**config.mk**
```make
export PLATFORM = sky130hd
export DESIGN_NAME = line_decoder
export DESIGN_NICKNAME = d
export VERILOG_FILES = /design/src/rtl/line_decoder.sv
export SDC_FILE = /design/constraint.sdc
export NUM_CORES = 1
export LEC_CHECK = 0
export CORE_AREA = 2 2 39 41
export CTS_BUF_LIST = sky130_fd_sc_hd__clkbuf_2
export DETAILED_ROUTE_END_ITERATION = 10
export DIE_AREA = 0 0 41 43
export PLACE_DENSITY = 0.42
export SLEW_MARGIN = 0
export SYNTH_ARGS = -nofsm -noshare
export SYNTH_HDL_FRONTEND = slang
export SYNTH_SLANG_ARGS = --single-unit
```
**constraint.sdc**
```tcl
create_clock -name clk -period 0.8 [get_ports clk]
set_clock_uncertainty 0.1 [all_clocks]
set_input_delay 0.16 -clock clk [delete_from_list [all_inputs] [get_ports clk]]
set_output_delay 0.16 -clock clk [all_outputs]
set_load 0.03 [all_outputs]
```
**src/rtl/line_decoder.sv**
```systemverilog
// line_decoder: 3-to-8 one-hot line decoder with active-high enable.
// Select index is {A,B,C} with A as MSB. The mapping is MSB-first:
// sel 0 drives F[7] and sel 7 drives F[0]. By default F is registered
// behind a synchronous active-low reset. With OUT_REG = 0 the decode is
// combinational, and clk/rst_n are left unconnected inside.
module line_decoder #(
    parameter bit OUT_REG = 1'b1
) (
    input  logic       clk,
    input  logic       rst_n,
    input  logic       Enable,
    input  logic       A,
    input  logic       B,
    input  logic       C,
    output logic [7:0] F
);

    logic [2:0] sel;
    logic [7:0] dec;

    assign sel = {A, B, C};

    // One-hot decode, MSB-first; disabled decoder drives all lines low
    always_comb begin
        dec = 8'h00;
        if (Enable) begin
            dec = 8'b1000_0000 >> sel;
        end
    end

    generate
        if (OUT_REG) begin : g_reg
            logic [7:0] f_d;
            logic [7:0] f_q;

            // Next-state: reset wins over enable and selects
            always_comb begin
                f_d = dec;
                if (!rst_n) begin
                    f_d = 8'h00;
                end
            end

            // Output register; reset is sampled only on the rising edge
            always_ff @(posedge clk) begin
                f_q <= f_d;
            end

            assign F = f_q;
        end else begin : g_comb
            assign F = dec;
        end
    endgenerate

endmodule

```
==> results of run 1 <==
[placed cells by master (no fill, tap or decap)]
| master | netlist | layout |
|---|---|---|
| nand3b_4 | 1 | 1 |
| buf_6 | 0 | 8 |
| nand2b_1 | 2 | 2 |
| buf_4 | 0 | 1 |
| dfxtp_2 | 0 | 8 |
| dlygate4sd2_1 | 0 | 5 |
| clkbuf_2 | 0 | 3 |
| nand3_2 | 1 | 1 |
| nor2_1 | 6 | 6 |
| nor3_2 | 2 | 2 |
| nand2_1 | 1 | 1 |
[area by class of cell]
| type | instances | area (sq um) |
|---|---|---|
| Sequential cell | 8 | 170.2 |
| Timing Repair Buffer | 14 | 141.4 |
| Multi-Input combinational cell | 13 | 88.84 |
| Fill cell | 150 | 948.4 |
| Clock buffer | 3 | 15.01 |
| Tap cell | 16 | 20.02 |
[stage by stage]
| step | total power [mW] | cells |
|---|---|---|
| 4_1_cts | 0.7318 | 54 |
| 3_5_place_dp | 0.5017 | 51 |
| 3_3_place_gp | 0.5004 | 51 |
| 5_1_grt | 0.7510 | 54 |
| 2_1_floorplan | 0.4482 | 21 |
| 6_report | 0.7122 | 54 |
[path summary, 6_finish.rpt]
path / end / slack [ps]
worst max-delay path: F[7] / -130
worst min-delay path: F[7] / 220
[synthesized netlist by cell type (all sizes together)]
cell type  number  area [sq um]
dfxtp           8         160.2
nor2            6         22.52
nand2b          2         12.51
nor3            2         20.02
nand2           1         3.750
nand3           1         10.01
nand3b          1         20.02
[cells by family (layout without fill, tap and decap cells)]
| logic type | after synthesis | in the layout | synth area share |
|---|---|---|---|
| buf+inv | 0 | 17 | 0 |
| simple gates | 13 | 13 | 0.3568 |
| flops | 8 | 8 | 0.6432 |
[power by group]
| part | switching (mW) | internal (mW) |
|---|---|---|
| clock network | 0.122 | 0.102 |
| logic | 0.0415 | 0.0385 |
| registers | 0.00271 | 0.406 |
| total | 0.166 | 0.546 |
[per-layer routing]
metal  routed length (um)  track usage  up-vias
li1                     -            -      102
met1                  173      0.07492       80
met2                  218      0.06875        9
met3                   32            0        0
met4                    0       0.1200        0
met5                    0            0        -
[what timing repair did]
action | 4_1_cts | 5_1_grt
hold buffers | 0 | 0
gates resized for setup | 21 | 0
pin swaps | 2 | 0
endpoints found under the setup margin | 16 | 8
==> run_results.csv, run 1 <==
group,metric,value,unit
power_and_ir_drop,ir_worst_vdd,0.3691,mV
cells_and_area,nets,46,
drt,num_vias,191,
timing,worstMarginPinSlew,181.9,ps
worst_setup_path,cpPeakStageDelay,320,ps
worst_setup_path,crit_cells,1,
die,dieArea,1763,sq um
timing,finalSetupViolCount,8,
min_path,hp-start,"C",
synthesis,ys_types,7,
timing,finalCritPeriodShare,1.164,
timing,post-route-min-period,931.3,ps
die,io_pins,14,
clock_tree,postCtsSetupBuffers,0,
worst_setup_path,crit_path_start,"F[7]",
timing,setup_tns,-1021,ps
cells_and_area,antennaDiodeCount,0,
placed_design,io_buffers,13,
worst_setup_path,worst_path_dominant_cell_family,"flip-flops",
grt,grt_max_degree,6,
clock_tree,clkTransAtPathRegs,70,ps
outcome,run_status,"finished, violations left",
min_path,whs_path_depth,2,
worst_setup_path,slowest_stage,"dfxtp_2",
synthesis,seq_area_frac_synth,0.6432,
grt,grt.total_usage,0.06351,
clock_tree,cts_buffers,3,
worst_setup_path,cp.arrival,670,ps
die,start_util,0.1799,
timing,slew_viol_final,0,
synthesis,synth_nets,27,
timing,finalHoldViolCount,0,
drt,drt_iter0_markers,1,
power_and_ir_drop,leakage,0.1961,nW
timing,clock.fmax,1074,MHz
clock_tree,htreeDepth,1,
die,die_w,41,um
synthesis,synth_warnings,0,
die,rows,14,
synthesis,yosys_register_bits,8,
grt,antenna_found_initial,0,
grt,grt_pass1_wl,676,um
cells_and_area,final_util,0.3146,
worst_setup_path,cp_cell_sequence,"buf_6",
grt,grt_pass1_vias,183,
synthesis,netlist_instances,21,
placed_design,dp_slack,-374.7,ps
synthesis,synth_area,249.0,sq um
timing,rsz0062_at_grt,"yes",
worst_setup_path,critPathKind,"flop to output port",
drt,routed_wl,424,um
timing,setup_slack,-131.3,ps
cells_and_area,drive_above_1_share,0.6316,
timing,holdWs,224.7,ps
placed_design,gp_congestion,0.6821,
cells_and_area,syn2layout_area_growth,74.87,%
grt,grt-ovfl-total,0,
worst_setup_path,worstPathRequired,540,ps
cells_and_area,largest_reg_flops,8,
min_path,hold_class,"input pin to flop",
clock_tree,tritoncts,"built",
worst_setup_path,critPathCaptureType,"output port",
die,coreArea,1384,sq um
die,dieHeight,43,um
worst_setup_path,start_kind,"flop",
placed_design,place_area,386.6,sq um
cells_and_area,stdcell_area,435.4,sq um
clock_tree,cts_sinks,8,
drt,firstDrtPassIters,2,
clock_tree,root_buffer,"clkbuf_2",
worst_setup_path,crit_fanout,1,
flow_run,cap_violations,0,
synthesis,avgSynthCellArea,11.86,sq um
drt,post_drt_wl_per_cell,7.852,um
worst_setup_path,crit_buf_inv,1,
drt,remaining_drc_errors,0,
drt,drtAntennaViolNets,0,
outcome,violations,"negative setup slack",
timing,slew_headroom,0.8788,
clock_tree,clockBufferDepth,2,
drt,routed_via_density,3.537,
power_and_ir_drop,p_per_area,1636,nW/um^2
Power figures use the tool's default switching activity.
==> run 2: changes to the inputs <==
- SLEW_MARGIN: 0 -> default
- TNS_END_PERCENT: default -> 50
==> run_results.csv, run 2 (same netlist as run 1, synthesis figures left out) <==
group,metric,value,unit
grt,antenna_found_initial,0,
power_and_ir_drop,combinationalPowerShare,0.112,
worst_setup_path,cp_cell_sequence,"buf_6",
placed_design,place_inst,51,
worst_setup_path,start_kind,"flop",
worst_setup_path,worstPathRequired,540,ps
cells_and_area,layout.cells.non_filler,54,
clock_tree,tritoncts,"built",
timing,slew_viol_final,0,
timing,finalCritPeriodShare,1.164,
worst_setup_path,crit_fanout,1,
worst_setup_path,crit_buf_inv,1,
flow_run,cap_violations,0,
power_and_ir_drop,seqPwrFrac,0.573,
power_and_ir_drop,p_int,0.5463,mW
timing,rsz0062_at_grt,"yes",
placed_design,dp_slack,-374.7,ps
power_and_ir_drop,ir_worst_vdd,0.3691,mV
clock_tree,htreeDepth,1,
cells_and_area,drive_above_1_share,0.6316,
worst_setup_path,worst_path_dominant_cell_family,"flip-flops",
worst_setup_path,crit_path_start,"F[7]",
worst_setup_path,slowest_stage,"dfxtp_2",
grt,grt.total_usage,0.06351,
worst_setup_path,endpoint,"F[7]",
drt,routed_via_density,3.556,
worst_setup_path,crit_cells,1,
drt,remaining_drc_errors,0,
power_and_ir_drop,clockPowerShare,0.315,
power_and_ir_drop,p_per_area,1637,nW/um^2
power_and_ir_drop,p_sw_frac,0.2335,
die,dieArea,1763,sq um
grt,grt_pass1_vias,183,
die,die_w,41,um
clock_tree,clkTransAtPathRegs,70,ps
clock_tree,root_buffer,"clkbuf_2",
drt,drt_iter0_markers,0,
timing,finalHoldViolCount,0,
die,dieHeight,43,um
cells_and_area,nets,46,
drt,num_vias,192,
clock_tree,cts_buffers,3,
drt,drtAntennaViolNets,0,
grt,grt_pass1_wl,676,um
worst_setup_path,cp.arrival,670,ps
cells_and_area,antennaDiodeCount,0,
die,rows,14,
cells_and_area,final_cell_mix,"dfxtp_2 (8), buf_6 (8), nor2_1 (6)",
placed_design,gp_congestion,0.6821,
drt,firstDrtPassIters,1,
timing,worstMarginPinSlew,181.8,ps
worst_setup_path,critPathCaptureType,"output port",
timing,finalSetupViolCount,8,
min_path,hold_class,"input pin to flop",
die,coreArea,1384,sq um
timing,post-route-min-period,931.3,ps
clock_tree,postCtsSetupBuffers,0,
grt,grt_max_degree,6,
drt,post_drt_wl_per_cell,7.815,um
timing,holdWs,224.7,ps
outcome,run_status,"finished, violations left",
power_and_ir_drop,p_sw,0.1664,mW
cells_and_area,syn2layout_area_growth,74.87,%
grt,grt-ovfl-total,0,
clock_tree,cts_sinks,8,
outcome,violations,"negative setup slack",
cells_and_area,largest_reg_flops,8,
timing,slew_headroom,0.8788,
timing,setup_slack,-131.3,ps
power_and_ir_drop,leakage,0.1973,nW
clock_tree,clockBufferDepth,2,
drt,routed_wl,422,um
worst_setup_path,cpPeakStageDelay,320,ps
worst_setup_path,critPathKind,"flop to output port",
timing,clock.fmax,1074,MHz
die,start_util,0.1799,
cells_and_area,final_util,0.3146,
placed_design,io_buffers,13,
die,io_pins,14,
-- run 2: how the worst min path moves through the flow --
stage / start / end / slack (ps) / cells after the start
floorplan: C / F[5] / 130 / 1
global placement: F[1] / F[1] / 490 / 1
detailed placement: F[0] / F[0] / 490 / 1
CTS: C / F[7] / 210 / 2
global route: C / F[7] / 240 / 2
finish: C / F[7] / 220 / 2
-- run 2: metrics by stage --
stage                     instance area (sq um)  power [mW]  TNS, ps
after floorplan                           249.0      0.4482        0
after global placement                    386.6      0.5004    -2505
after detailed placement                  386.6      0.5017    -2602
after CTS                                 435.4      0.7317    -1187
after global routing                      435.4      0.7509    -1295
final                                     435.4      0.7127    -1025
-- run 2: metal layers --
layer  up-vias  GRT usage  part of all wire
met3         0          0             0.076
li1        102          -                 -
met1        81    0.07492              0.41
met4         0     0.1200                 0
met2         9    0.06875              0.51
met5         -          0                 0
-- run 2: final cells by class --
| type | count | area (sq um) |
|---|---|---|
| well taps | 16 | 20.02 |
| flip-flops and latches | 8 | 170.2 |
| clock buffers | 3 | 15.01 |
| fillers | 150 | 948.4 |
| repair buffers | 14 | 141.4 |
| multi-input cells | 13 | 88.84 |
-- run 2: repair_timing --
item	in CTS	in global routing
pin swaps	2	0
endpoints found under the hold margin	0	0
gates resized for setup	21	0
setup endpoints to repair	16	8
hold buffers	0	0
-- run 2: power groups by stage --
stage	clock network (mW)	registers, mW	logic, mW
4_1_cts	0.242	0.408	0.0813
3_3_place_gp	0	0.415	0.0851
6_report	0.224	0.409	0.0799
2_1_floorplan	0	0.429	0.0189
5_1_grt	0.255	0.409	0.0874
3_5_place_dp	0	0.415	0.0863
